**src/rtl/act_unpacker.sv**
```systemverilog
// Unpacks 8/4/2-bit packed activation words into one sign-extended byte per lane,
// emitting 1, 2 or 4 beats per accepted word with valid/ready on both sides.
module act_unpacker #(
  parameter int         N_DIM_ARRAY    = 16,
  parameter int         ACT_DATA_WIDTH = 8,
  parameter logic [2:0] MODE_CNN       = 3'd1
) (
  input  logic                                clk,
  input  logic                                reset,
  input  logic                                clear,
  input  logic [1:0]                          PRECISION,
  input  logic [2:0]                          mode,
  input  logic [N_DIM_ARRAY*ACT_DATA_WIDTH-1:0] in_data,
  input  logic                                in_valid,
  output logic                                in_ready,
  output logic [N_DIM_ARRAY*ACT_DATA_WIDTH-1:0] out_data,
  output logic                                out_valid,
  input  logic                                out_ready,
  output logic                                busy
);

  localparam int AW = ACT_DATA_WIDTH;
  localparam int W  = N_DIM_ARRAY * ACT_DATA_WIDTH;

  typedef enum logic {IDLE = 1'b0, EMIT = 1'b1} state_t;

  state_t       state_r;
  state_t       state_nxt_s;
  logic [W-1:0] word_r;
  logic [W-1:0] out_data_r;
  logic [1:0]   prec_r;
  logic         cnn_r;
  logic [1:0]   beat_r;
  logic [1:0]   prec_in_s;
  logic [1:0]   last_beat_s;
  logic         last_s;
  logic         accept_s;
  logic         advance_s;

  // Precision code 3 behaves as 8b, so it is folded to 0 before latching.
  assign prec_in_s   = (PRECISION == 2'd3) ? 2'd0 : PRECISION;
  assign last_beat_s = (prec_r == 2'd1) ? 2'd1 : ((prec_r == 2'd2) ? 2'd3 : 2'd0);
  assign last_s      = (beat_r == last_beat_s);
  assign accept_s    = in_valid && in_ready;
  assign advance_s   = (state_r == EMIT) && out_ready;
  assign out_data    = out_data_r;

  // CNN: lane e keeps its own lane, field k. FC/EWS: beat k spans a slice of
  // lanes, each packed lane fanning out to consecutive output elements.
  function automatic logic [W-1:0] decode(input logic [W-1:0] w, input logic [1:0] p,
                                          input logic cnn, input logic [1:0] k);
    logic [W-1:0] r;
    logic [3:0]   nib;
    logic [1:0]   crumb;
    int           lane;
    int           sel;
    r = w;
    for (int e = 0; e < N_DIM_ARRAY; e++) begin
      case (p)
        2'd1: begin
          lane = cnn ? e : int'(k[0]) * (N_DIM_ARRAY / 2) + e / 2;
          sel  = cnn ? int'(k[0]) : e % 2;
          nib  = w[lane*AW + 4*sel +: 4];
          r[e*AW +: AW] = {{(AW-4){nib[3]}}, nib};
        end
        2'd2: begin
          lane  = cnn ? e : int'(k) * (N_DIM_ARRAY / 4) + e / 4;
          sel   = cnn ? int'(k) : e % 4;
          crumb = w[lane*AW + 2*sel +: 2];
          r[e*AW +: AW] = {{(AW-2){crumb[1]}}, crumb};
        end
        default: r[e*AW +: AW] = w[e*AW +: AW];
      endcase
    end
    return r;
  endfunction

  // State register.
  always_ff @(posedge clk or posedge reset) begin
    if (reset) state_r <= IDLE;
    else       state_r <= state_nxt_s;
  end

  // Next-state logic; clear wins over accept and advance.
  always_comb begin
    state_nxt_s = state_r;
    if (clear) begin
      state_nxt_s = IDLE;
    end else begin
      case (state_r)
        IDLE:    state_nxt_s = accept_s ? EMIT : IDLE;
        EMIT:    state_nxt_s = (advance_s && last_s && !accept_s) ? IDLE : EMIT;
        default: state_nxt_s = IDLE;
      endcase
    end
  end

  // Handshake and status outputs decoded from the state register.
  always_comb begin
    in_ready  = 1'b0;
    out_valid = 1'b0;
    busy      = 1'b0;
    case (state_r)
      IDLE: in_ready = !reset && !clear;
      EMIT: begin
        out_valid = 1'b1;
        busy      = 1'b1;
        in_ready  = !clear && last_s && out_ready;
      end
      default: in_ready = 1'b0;
    endcase
  end

  // Word hold, beat counter and registered beat data.
  always_ff @(posedge clk or posedge reset) begin
    if (reset) begin
      word_r     <= '0;
      out_data_r <= '0;
      prec_r     <= 2'd0;
      cnn_r      <= 1'b0;
      beat_r     <= 2'd0;
    end else if (clear) begin
      beat_r     <= 2'd0;
      out_data_r <= '0;
    end else if (accept_s) begin
      word_r     <= in_data;
      prec_r     <= prec_in_s;
      cnn_r      <= (mode == MODE_CNN);
      beat_r     <= 2'd0;
      out_data_r <= decode(in_data, prec_in_s, (mode == MODE_CNN), 2'd0);
    end else if (advance_s && !last_s) begin
      beat_r     <= beat_r + 2'd1;
      out_data_r <= decode(word_r, prec_r, cnn_r, beat_r + 2'd1);
    end else if (advance_s) begin
      beat_r     <= 2'd0;
    end
  end

endmodule

```
**config.mk**
```make
export PLATFORM = sky130hd
export DESIGN_NAME = act_unpacker
export DESIGN_NICKNAME = d
export VERILOG_FILES = /design/src/rtl/act_unpacker.sv
export SDC_FILE = /design/constraint.sdc
export NUM_CORES = 1
export LEC_CHECK = 0
export BUFFER_PORTS_ARGS = -buffer_cell sky130_fd_sc_hd__buf_2
export CAP_MARGIN = 20
export CORE_MARGIN = 2
export CORE_UTILIZATION = 45
export DETAILED_ROUTE_END_ITERATION = 7
export PLACE_DENSITY = 0.65
export SETUP_SLACK_MARGIN = 0.5
export SLEW_MARGIN = 20
export SYNTH_ARGS = -nofsm -noshare
export SYNTH_HDL_FRONTEND = slang
export SYNTH_SLANG_ARGS = --single-unit
export TNS_END_PERCENT = 20
```
**constraint.sdc**
```tcl
create_clock -name clk -period 14.3 [get_ports clk]
set_input_delay 1.43 -clock clk [delete_from_list [all_inputs] [get_ports clk]]
set_output_delay 1.43 -clock clk [all_outputs]
set_load 0.01 [all_outputs]
```
# ---- After elaboration in Yosys (flattened, before gate mapping)
# Index checks and enable logic that the tools add are counted.
dict set report op_classes {
  n_mux 118
  n_shift 62
  n_mul 0
  reduce_logical 15
  bitwise 2
  n_addsub 63
  magnitude_cmp 0
  n_eq_ne 7
  div_mod_pow 0
}
# operator n
set ops {}
lappend ops {{$shiftx 128x32->2} 22}
lappend ops {{$shiftx 128x32->4} 17}
lappend ops {{$shiftx 128x10->4} 6}
lappend ops {{$pmux 8 s2} 32}
lappend ops {{$shiftx 128x8->4} 4}
lappend ops {{$mux 29} 16}
lappend ops {{$add 32x4->32} 12}
lappend ops {{$add 8x32->32} 12}
lappend ops {{$mux 128} 3}
lappend ops {{$shiftx 128x10->2} 3}
lappend ops {{$shiftx 128x9->2} 3}
lappend ops {{$shiftx 128x7->4} 2}
lappend ops {{$shiftx 128x8->2} 2}
lappend ops {{$add 32x32->32} 5}
lappend ops {{$add 7x32->32} 5}
lappend ops {{$shiftx 128x6->4} 1}
lappend ops {{$shiftx 128x7->2} 1}
lappend ops {{$shiftx 128x9->4} 1}
lappend ops {{$add 6x32->32} 3}
lappend ops {{$mux 4} 22}
lappend ops {{$add 8x3->9} 9}
lappend ops {{$mux 5} 10}
lappend ops {{$mux 2} 17}
lappend ops {{$add 5x32->32} 1}
lappend ops {{other kinds (19)} 58}
dict set report totals {
  input_bits 138
  n_memories 0
  ram_bits 0
  regBits 262
  rom_bits 0
  out_inout_bits 131
  latch_bits 0
  word_cells 273
}

# ---- Depth between registers and ports, before layout
# Gate-level depths: netlist (run 1).
dict set report logic_depth {
  depth_word 13
  depth_mapped 11
  depth_no_buf 7
}

# ---- Worst setup path after synthesis (run 1)
# No wires, ideal clock.
dict set report synth_path {
  path_kind {input to output}
  startpoint {in out_ready}
  endpoint {out in_ready}
  path_slack_ns 10.927
  n_path_buf 0
  path_stages 4
  required_time_ns 12.870
  arrival_ns 1.943
  cell_sequence {nand2_1 -> nor2_1 -> nor2_1 -> nor2_1}
}
dict set report synth_between {
  elab_chain_cells 2
}
# item line_no
set synth_lines {}
lappend synth_lines {{start: declaration} 18} ;# input logic out_ready,
lappend synth_lines {{$logic_and 1x1->1} 108} ;# in_ready = !clear && last_s && out_ready;
lappend synth_lines {{$pmux 1 s2} 103} ;# case (state_r)
lappend synth_lines {{end: declaration} 15} ;# output logic in_ready,
# Every way passes these cells.

# ---- Final worst setup path (run 1)
dict set report layout_path {
  startpoint {reg prec_r[0]}
  endpoint {out in_ready}
}
dict set report layout_between {
  elab_chain_cells 7
  word_cells_on_any_way 8
  classes_between {eq/ne: 3; mux: 3; reduce/logical: 2}
}
# item line_no
set layout_lines {}
lappend layout_lines {{start: declaration} 31} ;# logic [1:0] prec_r;
lappend layout_lines {{start signal: assignment} 127} ;# prec_r <= prec_in_s;
lappend layout_lines {{$eq 2x2->1} n/a}
lappend layout_lines {{$mux 2} 42} ;# assign last_beat_s = (prec_r == 2'd1) ? 2'd1 : ((prec_r == 2'd2) ? 2'd3 : 2'd0);
lappend layout_lines {{$mux 2 (*)} 42}
lappend layout_lines {{$eq 2x2->1 (*)} 43} ;# assign last_s = (beat_r == last_beat_s);
lappend layout_lines {{$logic_and 1x1->1 (*) (2 in a row)} 108}
lappend layout_lines {{$pmux 1 s2 (*)} 103}
# Every way passes the cells marked *; elsewhere a longest branch is shown, timed or not.

==> impl_metrics.toml, run 1 <==
[run_status]
status = "complete, no violations"

[synth]
synth_sequential_area_ratio_pct = 36.95
netlist.area_leader.share_pct = 36.95
synth_enable_flop_cells = 0
yosys_warnings = 0
netlist_area_um2 = 17740
postSynth.topFlopCell = "dfrtp_1"
synth.ff_latch_count = 262
yosysUniqueCellTypes = 79
synth.top_cells.by_count = "nand2_1 (479), dfrtp_1 (262), o21ai_0 (116)"
async_reset_ff_share_pct = 100.0
syn-num-nets = 2139
synth_cells = 1996
synthTopCellsByArea = "dfrtp_1 (37%), nand2_1 (10%), mux4_2 (8.1%), mux2i_1 (5.2%), a221o_1 (4.4%)"
post-synth-top-count-cell = "nand2_1"
yosysTopAreaCell = "dfrtp_1"
synth_area_per_cell_um2 = 8.889

[clocking]
htree_num_levels = 1
post_cts_resize_count = 0
worst_skew_late_latency_ps = 600
cts.path.max_buffers = 3
postCtsSetupBuffers = 0
postCtsHoldBufs = 0
cts.sink_count = 262
cts_root_buffer = "clkbuf_16"
cts.clk_slew.worst_paths_ps = 60
cts_inserted_buffers = 30
cts_tree = "done"

[worst_hold_path]
holdCritStartpoint = "out_data[55]$_DFFE_PP0P_"
worstHoldEndpoint = "out_data[55]$_DFFE_PP0P_"
min-delay-path-class = "register to register"
hold_path_depth = 2

[timing]
rsz0062_at_grt = "no"
max_freq_mhz = 240.5
timing_hold_violations_final = 0
totalNegativeSetupSlack_ps = 0
finalMaxSlewViolations = 0
final-setup-viol-count = 0
timing.clock.skew_ps = 35.22
finalWorstPathRequiredPeriod_ps = 4158
finalCritPeriodShare_pct = 29.08
worst_pin_slew_ps = 1108
relative_max_transition_margin_pct = 26.11

[critical_path]
path_max_fanout = 60
crit_buf_inv = 2
setup.worst_path.end_class = "output port"
timing.critical_path.cells = "inv_1, ha_4, xnor2_1, or2_2, nor2_1, nor2_1, nor2_1, buf_2"
timing.rr.start = "prec_r[0]$_DFFE_PP0P_"
timing.critical_path.from_type = "register"
cpPeakStageDelay_ps = 770
cp_data_arrival_time_ps = 2730
path_class = "register to output port"
worst_ep_required_time_ps = 12870
worst_path_most_repeated_cell = "nor2_1"
reg2reg_slack_ps = 10420
worstRegToRegCells = 8
slowest_stage = "ha_4"
r2r_end = "out_data[74]$_DFFE_PP0P_"
critical-path-top-delay-family = "adder cells"

[route]
drtAntennaViolNets = 0
vias_per_cell = 6.708
detail_route.wirelength_um = 79020
route.vias.total = 17970
routed_wire_length_per_instance_um = 29.50
detailed_route_drc_error_count = 0
detail_route.iter0.violations = 2528
dr.pass1.iters = 6

[grt]
grt_pass1_vias = 17133
pin_count_of_the_biggest_net_entering_global_routing = 185
grt_usage_pct = 38.01
antenna_found_initial = 5
grt-ovfl-total = 0
grt_first_pass_wirelength_um = 117100

[power]
power_density_nw_per_um2 = 159.5
power.share.sequential_pct = 39.4
total_power_mw = 3.214
comb_power_share_pct = 35.6
total_switching_power_mw = 1.394
vdd.ir_drop.worst_uv = 86.98
power.share.switching_pct = 43.35
power_leakage_nw = 8.973
clkPwrFrac_pct = 25.0
internal_power_mw = 1.821

[layout]
post_route_cells_drive_above_1_share_pct = 21.29
insertedDiodeCount = 0
fill_cells = 3691
num-nets-final = 2283
areaGrowthSynthToFinish_pct = 13.55

[die]
initial_core_util_pct = 45.70
i_o_pin_count = 269
core_outline_area_um2 = 38830
num_rows = 72
die_h_um = 202.6
chipWidth_um = 202.6
die_area_um2 = 41030

[placement]
finalWeightedCongestion = 0.9967
buffer_ports.inserted = 268
dpl.hpwl_um = 56010

[flow_run]
max_cap_viols = 0
[state kept, by name (all words and copies together), names as in the netlist]
name	flops
state_r	1
prec_r	2
word_r	128
beat_r	2
out_data	128
cnn_r	1
[final cells by class]
class / count / area (um^2) / share of cell area [%]
Clock buffer: 39 / 845.8 / 4.198
Clock inverter: 14 / 151.4 / 0.7514
Inverter: 38 / 151.4 / 0.7514
Multi-Input combinational cell: 1517 / 10260 / 50.91
Sequential cell: 262 / 6568 / 32.60
Tap cell: 518 / 648.1 / 3.217
Timing Repair Buffer: 291 / 1526 / 7.576
[power by group through the flow]
stage	Sequential, mW	Combinational (mW)	Clock [mW]
2_1_floorplan	1.08	0.759	0
3_5_place_dp	1.25	1.12	0
4_1_cts	1.24	1.12	0.807
3_3_place_gp	1.25	1.11	0
6_report	1.27	1.15	0.803
5_1_grt	1.27	1.23	0.837
[routing by layer]
layer	vias to the layer above	share of wire, %	global-route usage [%]
met1	8779	39	52.21
met5	-	0.078	0
met2	1361	42	54.71
li1	7587	-	-
met3	233	13	11.94
met4	10	5.3	17.52
[worst max-delay path by stage]
stage                                from                        to  cells past startpoint
global placement                    reset  out_data[74]$_DFFE_PP0P_                      7
finish              prec_r[0]$_DFFE_PP0P_                  in_ready                      8
detailed placement                  reset  out_data[74]$_DFFE_PP0P_                      7
global route        prec_r[0]$_DFFE_PP0P_                  in_ready                      8
floorplan                           reset     beat_r[0]$_DFFE_PP0P_                      1
CTS                 prec_r[0]$_DFFE_PP0P_                  in_ready                      8
[worst reg2reg max path: cells and delay by family (launching register included)]
kind,cells,cell delay (ps)
AOI/OAI and AO/OA,3,1300
adders and majority gates,1,770
DFF,1,350
buffers and inverters,2,780
and+or+nand+nor,1,350
xor gates and xnor gates,1,220
[cells by family after synthesis]
group,Yosys count,synth area share [%]
xor gates and xnor gates,2,0.09874
buffers and inverters,217,5.557
muxes,174,14.50
AOI/OAI and AO/OA,526,21.95
adders and majority gates,5,0.3526
DFF,262,36.95
and+or+nand+nor,810,20.59
[through the flow]
stage                     utilization, %  instance area [um^2]  worst slack [ps]  std cells  hold WS (ps)
after floorplan                        -                 17740              5658       1996         468.3
after global placement             49.32                 19150             10270       2626         468.1
after detailed placement           49.32                 19150             10240       2626         471.0
after CTS                          51.89                 20150             10150       2679         494.3
after global routing               51.89                 20150             10000       2679         526.0
final                              51.89                 20150             10140       2679         494.1
[layout by cell type (no fill, tap or decap), types with 24 or more instances in the layout]
cell	Yosys	layout
nor2_1	74	73
buf_2	68	268
nand2b_1	64	64
clkbuf_16	0	31
a21oi_1	73	73
nor2b_1	74	74
mux2i_1	92	92
o221ai_1	52	52
o21ai_0	116	116
a221oi_1	24	24
nor3_1	52	51
nand2_1	479	479
dfrtp_1	262	259
mux4_2	64	64
a221o_1	78	78
inv_1	37	36
(Power assumes the default switching activity.)
==> run 2: changes to the inputs <==
- PLACE_DENSITY: 0.65 -> 0.68
- clock period: 14.3 -> 3.4 ns (I/O delays scaled with it)
==> run 2 against run 1 <==
  * The flow now finishes with violations (DRC)
  * Final cell count grew 4.5%
  * Total power rose to 4.4 times the previous value
  * Sequential power increased to 4.2 times the previous value
  * Sequential share of layout area down 1.9 points
  * Global-route usage up 1.7 points
  * Sequential cell count unchanged
  * Register-to-register slack got worse by 10000 ps
  * Via count is 4.6% higher
  * Non-clock buffer count is 117 higher
  * Clock power rose to 4.3 times the previous value
  * Clock skew shrank 0.76 ps
  * Largest power group unchanged
==> impl_metrics.toml, run 2 (synthesis results as in run 1) <==
[grt]
pin_count_of_the_biggest_net_entering_global_routing = 114
grt_first_pass_wirelength_um = 121800
grt_pass1_vias = 17923
antenna_found_initial = 2
grt_usage_pct = 39.73
grt-ovfl-total = 0

[critical_path]
path_max_fanout = 49
worst_ep_required_time_ps = 3860
worstRegToRegCells = 7
reg2reg_slack_ps = 470
r2r_end = "out_data[35]$_DFFE_PP0P_"
setup.worst_path.end_class = "register"
slowest_stage = "dfrtp_4"
cpPeakStageDelay_ps = 870
crit_buf_inv = 2
cp_data_arrival_time_ps = 3390
path_class = "register to register"
timing.critical_path.from_type = "register"
timing.critical_path.cells = "buf_12, nor3b_1, o21ai_0, a31oi_1, a21oi_1, buf_4, a221o_1"
critical-path-top-delay-family = "compound AO/OA/AOI/OAI gates"
timing.rr.start = "cnn_r$_DFFE_PP0P_"

[clocking]
htree_num_levels = 1
cts.sink_count = 262
cts.clk_slew.worst_paths_ps = 60
cts_inserted_buffers = 31
cts.path.max_buffers = 3
postCtsSetupBuffers = 0
worst_skew_late_latency_ps = 610
cts_tree = "done"
cts_root_buffer = "clkbuf_16"

[layout]
num-nets-final = 2401
areaGrowthSynthToFinish_pct = 20.47
finalCoreUtilization_pct = 55.05
commonest_non_fill_non_tap_cell_in_the_layout = "nand2_1"
mostFrequentLayoutCells = "nand2_1 (479), buf_2 (268), dfrtp_1 (259), o21ai_0 (115), mux2i_1 (92)"
finalInstanceArea_um2 = 21380
stdcell_count = 2799
post_route_cells_drive_above_1_share_pct = 22.46

[placement]
dp.cells = 2680
buffer_ports.inserted = 268
dpl.hpwl_um = 59980
placed_cell_area_um2 = 19710
finalWeightedCongestion = 1.033
detailedPlace.worstSlack_ps = 411.5

[worst_hold_path]
worstHoldEndpoint = "word_r[60]$_DFFE_PP0P_"
hold_path_depth = 3
holdCritStartpoint = "in_data[60]"
min-delay-path-class = "primary input to register"

[route]
route.vias.total = 18799
routed_wire_length_per_instance_um = 29.60
drtAntennaViolNets = 0
vias_per_cell = 6.716
detail_route.iter0.violations = 2835
detail_route.wirelength_um = 82840
detailed_route_drc_error_count = 2
dr.pass1.iters = 8

[die]
initial_core_util_pct = 45.70
die_area_um2 = 41030
i_o_pin_count = 269
die_h_um = 202.6
num_rows = 72
chipWidth_um = 202.6
core_outline_area_um2 = 38830

[timing]
final-setup-viol-count = 0
timing_hold_violations_final = 0
finalMaxSlewViolations = 0
worst_slack_ps = 466.1
finalWorstPathRequiredPeriod_ps = 2934
timing.clock.skew_ps = 34.46
worst_pin_slew_ps = 712.6
totalNegativeSetupSlack_ps = 0
relative_max_transition_margin_pct = 52.18
finalCritPeriodShare_pct = 86.29
rsz0062_at_grt = "yes"
max_freq_mhz = 340.8
worst_slack_on_hold_paths_ps = 13.41

[power]
power_density_nw_per_um2 = 655.5
power_leakage_nw = 9.562
total_power_mw = 14.01
vdd.ir_drop.worst_uv = 396.9

[run_status]
violated_checks = "DRC"
status = "complete, but fails checks"

[flow_run]
max_cap_viols = 0
[run 2: changes by cell type in the layout (fill, tap and decap cells not counted), sizes merged]
cell,delta
buf,+54
clkinv,-6
diode,+1
inv,+2
clkbuf,+4
bufinv,+1
dlygate4sd3,+63
clkinvlp,+1
[run 2: worst min-delay path, stage by stage]
cell and delay [ps]:
buf_2 110, nand2_1 50, nand2_1 60
[run 2: final cells by class]
cell class / count / area, um^2
Fill cell: 3554 / 17450
Multi-Input combinational cell: 1517 / 10260
Sequential cell: 262 / 6568
Timing Repair Buffer: 408 / 2725
Clock buffer: 43 / 850.8
Tap cell: 518 / 648.1
Clock inverter: 12 / 172.7
Inverter: 38 / 146.4
Antenna cell: 1 / 2.502
[run 2: worst max path at each step]
| stage | startpoint | end | slack, ps | cells after the start |
|---|---|---|---|---|
| 6_report | cnn_r$_DFFE_PP0P_ | out_data[35]$_DFFE_PP0P_ | 470 | 7 |
| 3_5_place_dp | beat_r[1]$_DFFE_PP0P_ | out_data[103]$_DFFE_PP0P_ | 410 | 6 |
| 3_3_place_gp | beat_r[1]$_DFFE_PP0P_ | out_data[101]$_DFFE_PP0P_ | 470 | 6 |
| 2_1_floorplan | reset | beat_r[0]$_DFFE_PP0P_ | -400 | 1 |
| 4_1_cts | cnn_r$_DFFE_PP0P_ | out_data[111]$_DFFE_PP0P_ | 450 | 6 |
| 5_1_grt | cnn_r$_DFFE_PP0P_ | out_data[104]$_DFFE_PP0P_ | 400 | 5 |
[run 2: report_power, final]
| group | total, mW | internal [mW] | switching (mW) | leakage, nW |
|---|---|---|---|---|
| Clock | 3.47 | 2.04 | 1.43 | 0.501 |
| Combinational | 5.21 | 2.09 | 3.13 | 5.66 |
| Sequential | 5.33 | 3.81 | 1.52 | 3.40 |
| Total | 14.0 | 7.93 | 6.08 | 9.56 |
[run 2: repair_timing]
action	4_1_cts	5_1_grt
hold endpoints to repair	68	0
endpoints found under the setup margin	10	8
gates resized for setup	1	1
hold buffers	63	0
[run 2: layer usage]
| layer | vias to the layer above | wire, um | track usage [%] |
|---|---|---|---|
| met5 | - | 27 | 0 |
| met4 | 4 | 4322 | 17.23 |
| met3 | 253 | 11050 | 10.85 |
| met2 | 1475 | 34620 | 57.39 |
| met1 | 9237 | 32830 | 55.83 |
| li1 | 7830 | - | - |
